<file path="src/rtl/usb_pkg.sv">
// Shared USB bridge/framer definitions: framer state encoding, frame error codes
// and the default header sync byte.
package usb_pkg;

    typedef enum logic [1:0] {
        HUNT    = 2'd0,
        PAYLOAD = 2'd1,
        CHECK   = 2'd2
    } state_e;

    localparam logic [1:0] ERR_CSUM = 2'd0;
    localparam logic [1:0] ERR_LEN  = 2'd1;
    localparam logic [1:0] ERR_BE   = 2'd2;
    localparam logic [1:0] ERR_TMO  = 2'd3;

    localparam logic [7:0] SYNC_DEFAULT = 8'hA5;

endpackage

</file>
<file path="src/rtl/usb_sat_counter.sv">
// Width-parameterised up-counter that sticks at all-ones.
module usb_sat_counter #(
    parameter int W = 8
) (
    input  logic         clk_i,
    input  logic         rst_i,
    input  logic         inc_i,
    output logic [W-1:0] count_o
);

    logic [W-1:0] count_q;

    always_ff @(posedge clk_i or posedge rst_i) begin
        if (rst_i)
            count_q <= '0;
        else if (inc_i && (count_q != '1))
            count_q <= count_q + W'(1);
    end

    assign count_o = count_q;

endmodule

</file>
<file path="src/rtl/usb_rx_framer.sv">
// Delimits bridge read words into [header, payload..., check] frames, forwards
// the payload on a valid/ready stream and pulses per-frame OK/ERR status.
module usb_rx_framer
    import usb_pkg::*;
#(
    parameter logic [7:0] SYNC    = SYNC_DEFAULT,
    parameter int         TIMEOUT = 1000,
    parameter int         CNT_W   = 8
) (
    input  logic             CLK,
    input  logic             RST,
    input  logic [15:0]      IN_DATA,
    input  logic [1:0]       IN_BE,
    input  logic             IN_VALID,
    output logic             IN_READY,
    output logic [15:0]      PAY_DATA,
    output logic             PAY_VALID,
    input  logic             PAY_READY,
    output logic             PAY_LAST,
    output logic             FRAME_OK,
    output logic             FRAME_ERR,
    output logic [1:0]       ERR_CODE,
    output logic [CNT_W-1:0] frame_count,
    output logic [CNT_W-1:0] drop_count
);

    localparam int TW = $clog2(TIMEOUT + 1);

    state_e        state_q, state_d;
    logic [15:0]   sum_q, sum_d;
    logic [7:0]    rem_q, rem_d;
    logic [TW-1:0] timer_q, timer_d;
    logic [15:0]   pay_data_q, pay_data_d;
    logic          pay_valid_q, pay_valid_d;
    logic          pay_last_q, pay_last_d;
    logic          ok_q, ok_d;
    logic          err_q, err_d;
    logic [1:0]    code_q, code_d;
    logic          drop_inc;
    logic          accept, full, tmo_hit;

    // Only a full output register in PAYLOAD can stall; headers and checks never load it.
    assign IN_READY = (state_q != PAYLOAD) || !pay_valid_q || PAY_READY;
    assign accept   = IN_VALID && IN_READY;
    assign full     = (IN_BE == 2'b11);
    assign tmo_hit  = (timer_q == TW'(TIMEOUT - 1));

    always_comb begin
        state_d     = state_q;
        sum_d       = sum_q;
        rem_d       = rem_q;
        timer_d     = timer_q;
        pay_data_d  = pay_data_q;
        pay_last_d  = pay_last_q;
        pay_valid_d = pay_valid_q && !PAY_READY;
        ok_d        = 1'b0;
        err_d       = 1'b0;
        code_d      = code_q;
        drop_inc    = 1'b0;

        case (state_q)
            HUNT: begin
                timer_d = '0;
                if (accept) begin
                    if (full && (IN_DATA[15:8] == SYNC)) begin
                        if (IN_DATA[7:0] == 8'd0) begin
                            err_d  = 1'b1;
                            code_d = ERR_LEN;
                        end else begin
                            rem_d   = IN_DATA[7:0];
                            sum_d   = IN_DATA;
                            state_d = PAYLOAD;
                        end
                    end else begin
                        drop_inc = 1'b1;
                    end
                end
            end
            PAYLOAD, CHECK: begin
                if (accept) begin
                    timer_d = '0;
                    if (!full) begin
                        err_d   = 1'b1;
                        code_d  = ERR_BE;
                        state_d = HUNT;
                    end else if (state_q == PAYLOAD) begin
                        pay_data_d  = IN_DATA;
                        pay_valid_d = 1'b1;
                        pay_last_d  = (rem_q == 8'd1);
                        sum_d       = sum_q + IN_DATA;
                        rem_d       = rem_q - 8'd1;
                        if (rem_q == 8'd1)
                            state_d = CHECK;
                    end else begin
                        state_d = HUNT;
                        if (IN_DATA == sum_q) begin
                            ok_d = 1'b1;
                        end else begin
                            err_d  = 1'b1;
                            code_d = ERR_CSUM;
                        end
                    end
                end else if (IN_READY) begin
                    // A stalled consumer freezes the timer; only a silent bridge times out.
                    if (tmo_hit) begin
                        timer_d = '0;
                        err_d   = 1'b1;
                        code_d  = ERR_TMO;
                        state_d = HUNT;
                    end else begin
                        timer_d = timer_q + TW'(1);
                    end
                end
            end
            default: state_d = HUNT;
        endcase
    end

    always_ff @(posedge CLK or posedge RST) begin
        if (RST) begin
            state_q     <= HUNT;
            sum_q       <= '0;
            rem_q       <= '0;
            timer_q     <= '0;
            pay_data_q  <= '0;
            pay_valid_q <= 1'b0;
            pay_last_q  <= 1'b0;
            ok_q        <= 1'b0;
            err_q       <= 1'b0;
            code_q      <= '0;
        end else begin
            state_q     <= state_d;
            sum_q       <= sum_d;
            rem_q       <= rem_d;
            timer_q     <= timer_d;
            pay_data_q  <= pay_data_d;
            pay_valid_q <= pay_valid_d;
            pay_last_q  <= pay_last_d;
            ok_q        <= ok_d;
            err_q       <= err_d;
            code_q      <= code_d;
        end
    end

    usb_sat_counter #(.W(CNT_W)) u_frame_cnt (
        .clk_i   (CLK),
        .rst_i   (RST),
        .inc_i   (ok_d),
        .count_o (frame_count)
    );

    usb_sat_counter #(.W(CNT_W)) u_drop_cnt (
        .clk_i   (CLK),
        .rst_i   (RST),
        .inc_i   (drop_inc),
        .count_o (drop_count)
    );

    assign PAY_DATA  = pay_data_q;
    assign PAY_VALID = pay_valid_q;
    assign PAY_LAST  = pay_last_q;
    assign FRAME_OK  = ok_q;
    assign FRAME_ERR = err_q;
    assign ERR_CODE  = code_q;

endmodule

</file>
<file path="config.mk">
export PLATFORM = sky130hd
export DESIGN_NAME = usb_rx_framer
export DESIGN_NICKNAME = d
export VERILOG_FILES = /design/src/rtl/usb_pkg.sv /design/src/rtl/usb_sat_counter.sv /design/src/rtl/usb_rx_framer.sv
export SDC_FILE = /design/constraint.sdc
export NUM_CORES = 1
export LEC_CHECK = 0
export CORE_AREA = 4 4 91 93
export CTS_CLUSTER_DIAMETER = 150
export DETAILED_ROUTE_END_ITERATION = 8
export DIE_AREA = 0 0 95 97
export DONT_BUFFER_PORTS = 1
export PLACE_DENSITY = 0.79
export SLEW_MARGIN = 20
export SYNTH_ARGS = -nofsm -noshare
export SYNTH_HDL_FRONTEND = slang
export SYNTH_SLANG_ARGS = --single-unit
</file>
<file path="constraint.sdc">
create_clock -name CLK -period 2.4 [get_ports CLK]
set_clock_uncertainty 0.1 [all_clocks]
set_input_delay 0.48 -clock CLK [delete_from_list [all_inputs] [get_ports CLK]]
set_output_delay 0.48 -clock CLK [all_outputs]
set_load 0.02 [all_outputs]
</file>
==> summary.txt, run 1 <==
outcome: finished clean
CP arrival: 2.56 ns
clk slew on worst S/H paths: 0.08 ns
CP Launch Type: register
ant diodes: 0
register area share after synthesis: 43.3%
yosys warns: 0
Layout fillers: 548
Initial Util: 56.8%
share of layout cells above drive strength 1: 27.2%
Distinct cells, synth: 59
Power Density: 1300 nW/µm²
drc violations: 0
Worst-Skew Late Latency: 0.35 ns
Max-slew headroom: 57.0%
Area contributors post-synth: dfrtp_1 (43%), ha_1 (6.7%), mux2_2 (5.3%)
vias in the first global route: 3554
global route total overflow: 0
unrepaired setup endpoints after global routing: true
Worst Path Max Fanout: 8
Post-Syn Instances: 428
H-Tree Level Count: 3
post-synth top area share: 43.3%
post-synthesis cell area: 4270 µm²
post-synthesis sequential element count: 74
core box area: 7530 µm²
Final GP Congestion: 0.883
total power: 6.98 mW
fin cells: 588
DP HPWL: 7520 µm
Via-to-Cell Ratio: 6.22
Root Driver: clkbuf_8
CTS sink cnt: 74
Clock Path Buffers: 2
Final setup viols: 0
global-route wire length before repair: 17400 µm
LEAKAGE: 2.28 nW
EDFF count, synth: 0
initial drt markers: 263
wire per inst: 18.8 µm
drt total wl: 11100 µm
crit end category: register
die area: 9220 µm²
final-report max-slew violation count: 0
initial antenna violation count: 0
VDD IR max: 0.741 mV
r2r setup slk: 0.02 ns
Tmin final: 2.38 ns
Placed Cells incl. Taps: 564
Area Growth Syn to Fin: 26.0%
fmax: 421 MHz
largest net degree at the start of global routing: 50
worst hold path class: in -> reg
number of top-level pins: 61
DRT Pass-1 Iters: 5
Slew @ Worst Pin: 0.643 ns
Avg Cell Area, Syn: 9.99 µm²
CTS Buf Count: 9
Detail Route Antenna Nets: 0
Yosys top cell by area: dfrtp_1
via count: 3657
Nets: 527
chip height: 97 µm
fin crit share: 99.1%
total track usage: 23.8%
number of cell rows: 32
CTS tree: built
ys async rst share: 100%
IO Port Bufs: 0
syn_nets: 474
MaxCap Viol Count: 0
Final Hold Fails: 0
Die Wd: 95 µm
Worst EP required: 2.58 ns
Main synth FF type: dfrtp_1
CP Class: reg -> reg
[flip-flops by register name, indices dropped and copies added (netlist names)]
register / cells
timer_q: 10
u_frame_cnt.count_o: 8
PAY_LAST: 1
u_drop_cnt.count_o: 8
FRAME_ERR: 1
PAY_VALID: 1
rem_q: 8
FRAME_OK: 1
ERR_CODE: 2
sum_q: 16
state_q: 2
PAY_DATA: 16
[layout by cell type (no fill, tap or decap), types with 3 or more instances in the layout]
cell type	n
a211oi_2	4
a21o_1	4
clkbuf_8	10
o211ai_1	3
and3_1	8
o21ai_0	32
nor2_1	17
xnor2_1	18
dfrtp_1	74
buf_12	3
ha_4	13
bufinv_16	4
nand4_1	15
nand2_1	47
a31oi_1	4
xor2_1	9
or3_1	3
o31a_1	3
buf_4	46
o22ai_1	3
inv_1	11
or4_1	3
mux2i_1	7
a211oi_1	3
a21oi_2	3
nand3_1	9
mux2_2	19
ha_1	9
nor2b_1	4
a21oi_1	27
o21a_1	7
nand2b_1	6
nor3_1	4
[what timing repair did]
item / 4_1_cts / 5_1_grt
gates resized for setup: 6 / 24
setup endpoints to repair: 10 / 24
pin swaps: 9 / 14
hold buffers: 1 / 0
gates cloned: 0 / 1
endpoints found under the hold margin: 25 / 0
buffers inserted: 5 / 1
[power by group]
group,internal [mW],switching [mW],total (mW)
logic,1.61,1.71,3.31
clock network,0.828,0.492,1.32
registers,1.67,0.669,2.34
total,4.11,2.87,6.98
[through the flow]
| step | setup TNS, ns | worst slack (ns) | hold WS [ns] | util [%] | instance area, µm² |
|---|---|---|---|---|---|
| 2_1_floorplan | 0 | 0.00278 | 0.347 | - | 4440 |
| 3_3_place_gp | -0.441 | -0.0770 | 0.342 | 65.0 | 4890 |
| 3_5_place_dp | -1.18 | -0.142 | 0.347 | 65.0 | 4890 |
| 4_1_cts | 0 | 0.000488 | 0.165 | 69.8 | 5250 |
| 5_1_grt | -0.360 | -0.105 | 0.160 | 71.5 | 5390 |
| 6_report | 0 | 0.0223 | 0.174 | 71.5 | 5390 |
[logic make-up after synthesis]
| logic type | after synthesis | share of synthesized area [%] |
|---|---|---|
| compound gates | 114 | 17.1 |
| xor+xnor | 27 | 5.53 |
| fa+ha+maj | 24 | 7.20 |
| buf+inv | 23 | 2.34 |
| flops | 74 | 43.3 |
| mux | 28 | 7.17 |
| simple gates | 138 | 17.3 |
[critical path, stage by stage, from the launching register on]
cell,delay [ns]
dfrtp_1,0.41
ha_4,0.26
nor4_4,0.28
nand3_1,0.10
or3_4,0.40
a311oi_4,0.24
buf_6,0.17
and4_1,0.21
xor2_1,0.15
[cell type report]
cell class	instances	area, µm²	area share [%]
Tap cell	102	128	2.37
Clock inverter	6	136	2.53
Multi-Input combinational cell	331	2640	49.0
Sequential cell	74	1850	34.4
Timing Repair Buffer	53	443	8.22
Inverter	12	48.8	0.906
Clock buffer	10	138	2.56
[routing by layer]
metal / vias to the layer above / global-route usage [%] / wire [µm]
li1: 1687 / - / -
met5: - / 0 / 0
met4: 0 / 8.88 / 298
met3: 33 / 5.60 / 682
met1: 1808 / 31.7 / 4730
met2: 129 / 37.6 / 5370
[final timing paths]
kind	start	endpoint	cells past startpoint
min in group asynchronous	RST	PAY_DATA[3]	2
max in group asynchronous	RST	sum_q[14]	3
worst max register to register	sum_q[8]	u_frame_cnt.count_o[6]	8
worst max-delay path	sum_q[8]	u_frame_cnt.count_o[6]	8
worst min register to register	sum_q[14]	sum_q[14]	2
worst min-delay path	IN_DATA[11]	PAY_DATA[11]	1
[Yosys cell counts, types with 3 or more instances]
cell	count
a211oi_1	8
a21o_1	4
a21oi_1	31
a31oi_1	4
and3_1	8
buf_4	3
clkbuf_1	4
dfrtp_1	74
ha_1	23
inv_1	12
mux2_2	20
mux2i_1	7
nand2_1	47
nand2b_1	6
nand3_1	9
nand4_1	15
nor2_1	18
nor2b_1	4
nor3_1	6
nor4_1	4
o211ai_1	3
o21a_1	7
o21ai_0	34
o22ai_1	3
o31a_1	3
o41ai_1	3
or3_1	3
or4_1	3
xnor2_1	18
xor2_1	9
Note: power is estimated with default switching activity, not from simulation.
==> inputs of run 2 (changes only) <==
==> constraint.sdc (replaced) <==
create_clock -name CLK -period 2.4 [get_ports CLK]
set_clock_uncertainty 0.1 [all_clocks]
set_input_delay 0.12 -clock CLK [delete_from_list [all_inputs] [get_ports CLK]]
set_output_delay 0.12 -clock CLK [all_outputs]
set_load 0.02 [all_outputs]
==> run 2 against run 1 <==
Net effect:
- fmax down 0.32%
- first-iteration DRC count down 21%
- cell area up 1.6%
- clock power down 23%
- non-clock buffer count up 16
- total power down 3.0%
- combinational power up 4%
- worst hold slack worse by 0.16 ns
- utilization up 1.1 points
- largest power group unchanged
- final cell count up 2.7%
- sequential power about the same
- sequential share of layout area down 0.53 points
==> summary.txt, run 2 (same netlist as run 1, synthesis figures left out) <==
setup TNS: 0 ns (unchanged)
DP HPWL: 7370 µm (was 7520 µm)
Worst EP required: 2.57 ns (was 2.58 ns)
WL met3: 684 µm (was 682 µm)
Detail Route Antenna Nets: 0 (unchanged)
Initial Util: 56.8% (unchanged)
VDD IR max: 0.799 mV (was 0.741 mV)
LEAKAGE: 2.32 nW (was 2.28 nW)
Tmin final: 2.39 ns (was 2.38 ns)
outcome: finished clean (unchanged)
design area: 5470 µm² (was 5390 µm²)
initial antenna violation count: 0 (unchanged)
clock share of power: 15.1% (was 18.9%)
unrepaired setup endpoints after global routing: true (unchanged)
Final GP Congestion: 0.857 (was 0.883)
Power Density: 1240 nW/µm² (was 1300 nW/µm²)
internal power: 3.86 mW (was 4.11 mW)
crit end category: register (unchanged)
worst hold path class: in -> reg (unchanged)
Root Driver: clkbuf_8 (unchanged)
CTS sink cnt: 74 (unchanged)
initial drt markers: 208 (was 263)
most used cell, CP: a211oi_2
Final Hold Fails: 0 (unchanged)
number of top-level pins: 61 (unchanged)
DRT Pass-1 Iters: 4 (was 5)
Final setup viols: 0 (unchanged)
wl on met1: 4600 µm (was 4730 µm)
CTS Buf Count: 9 (unchanged)
core box area: 7530 µm² (unchanged)
Post-DP Area: 4680 µm² (was 4890 µm²)
MaxCap Viol Count: 0 (unchanged)
Nets: 543 (was 527)
Clock Path Buffers: 2 (unchanged)
largest net degree at the start of global routing: 75 (was 50)
Worst-Skew Late Latency: 0.36 ns (was 0.35 ns)
share of layout cells above drive strength 1: 26.7% (was 27.2%)
Via-to-Cell Ratio: 6.13 (was 6.22)
Reg area: 1850 µm² (unchanged)
fmax: 419 MHz (was 421 MHz)
fin crit share: 99.4% (was 99.1%)
global route total overflow: 0 (unchanged)
via count: 3700 (was 3657)
IO Port Bufs: 0 (unchanged)
total track usage: 25.4% (was 23.8%)
leading cell type in the layout, fill and taps excluded: dfrtp_1 (unchanged)
clk slew on worst S/H paths: 0.08 ns (about the same)
final-report max-slew violation count: 0 (unchanged)
register share of total power: 34.3% (was 33.6%)
drt total wl: 11400 µm (was 11100 µm)
combinational share of power: 50.6% (was 47.5%)
CTS tree: built (unchanged)
vias in the first global route: 3796 (was 3554)
Multi-input gate area: 2640 µm² (about the same)
Worst Path Max Fanout: 5 (was 8)
die area: 9220 µm² (unchanged)
CP Launch Type: register (unchanged)
CP Cell Sequence: ha_4, buf_4, and3_2, nand3_1, a211oi_2, or4_4, and3_1, a211oi_2 (was ha_4, nor4_4, nand3_1, or3_4, a311oi_4, buf_6, and4_1, xor2_1)
sw power: 2.92 mW (was 2.87 mW)
Area Growth Syn to Fin: 28.0% (was 26.0%)
commonest cells after routing, fill and taps aside: dfrtp_1 (74), nand2_1 (47), buf_4 (46), o21ai_0 (32), a21oi_1 (27) (unchanged)
ant diodes: 0 (unchanged)
Max-slew headroom: 64.6% (was 57.0%)
H-Tree Level Count: 3 (unchanged)
Layout fillers: 547 (was 548)
number of cell rows: 32 (unchanged)
CP arrival: 2.56 ns (about the same)
chip height: 97 µm (unchanged)
critical path's slowest cell: or4_4 (was dfrtp_1)
Die Wd: 95 µm (unchanged)
CP Class: reg -> reg (unchanged)
crit-path max cell delay: 0.51 ns (was 0.41 ns)
Slew @ Worst Pin: 0.529 ns (was 0.643 ns)
global-route wire length before repair: 18300 µm (was 17400 µm)
drc violations: 0 (unchanged)
switch share: 43.1% (was 41.1%)
wire per inst: 18.8 µm (about the same)
met2 wire len: 5770 µm (was 5370 µm)
max layer used: met4 (unchanged)
[run 2: cell count changes in the layout (fill, tap and decap cells not counted), sizes merged]
cell,delta
clkinv,+2
clkinvlp,-1
dlygate4sd3,+18
inv,+2
bufinv,-3
buf,-2
[run 2: layout make-up]
cell class	instances	share of cell area, %
timing repair buffer	69	10.9
tap	102	2.33
clock inverter	6	1.33
clock buffer	10	2.52
sequential	74	33.9
inverter	12	0.824
multi-input combinational	331	48.2
[run 2: stage by stage]
stage	instances	util [%]	power, mW	hold slack [ns]	setup WS [ns]
floorplan	428	-	4.22	0.170	0.00913
global placement	559	62.1	4.98	0.0227	-0.0780
detailed placement	559	62.1	5.12	0.0264	-0.144
CTS	599	70.4	6.44	0.00416	-0.00641
global route	604	72.7	7.21	0.0201	-0.143
finish	604	72.7	6.77	0.0105	0.0147
[run 2: worst paths after layout]
| path | startpoint | end | slack (ns) | cells past startpoint |
|---|---|---|---|---|
| worst min register to register | sum_q[12] | sum_q[12] | 0.41 | 2 |
| min in group asynchronous | RST | timer_q[9] | 0.19 | 3 |
| worst min-delay path | IN_DATA[0] | sum_q[0] | 0.01 | 3 |
| worst max-delay path | sum_q[10] | sum_q[15] | 0.01 | 8 |
| max in group asynchronous | RST | u_frame_cnt.count_o[5] | 1.68 | 3 |
| worst max register to register | sum_q[10] | sum_q[15] | 0.01 | 8 |
[run 2: routing by layer]
layer  vias to the layer above  global-route usage (%)
met5                         -                       0
met4                         0                    10.5
met3                        21                    5.83
met2                       123                    41.5
met1                      1838                    32.1
li1                       1718                       -
[run 2: power by group through the flow]
| stage | Clock [mW] | Combinational, mW | Sequential, mW |
|---|---|---|---|
| 2_1_floorplan | 0 | 2.01 | 2.21 |
| 3_3_place_gp | 0 | 2.70 | 2.28 |
| 3_5_place_dp | 0 | 2.82 | 2.31 |
| 4_1_cts | 1.04 | 3.08 | 2.32 |
| 5_1_grt | 1.10 | 3.74 | 2.38 |
| 6_report | 1.02 | 3.43 | 2.32 |
[run 2: worst max-delay path: cells and delay by family (launching register included)]
kind | cells | cell delay, ns
buf+inv | 1 | 0.16
flops | 1 | 0.42
fa+ha+maj | 1 | 0.24
simple gates | 4 | 1.12
compound gates | 2 | 0.28
[run 2: timing repair]
action | 4_1_cts | 5_1_grt
gates cloned | 0 | 0
resized for setup | 23 | 26
pin swaps | 14 | 12
hold buffers | 19 | 0
endpoints found under the setup margin | 19 | 23
setup buffers | 5 | 5
hold endpoints to repair | 114 | 0
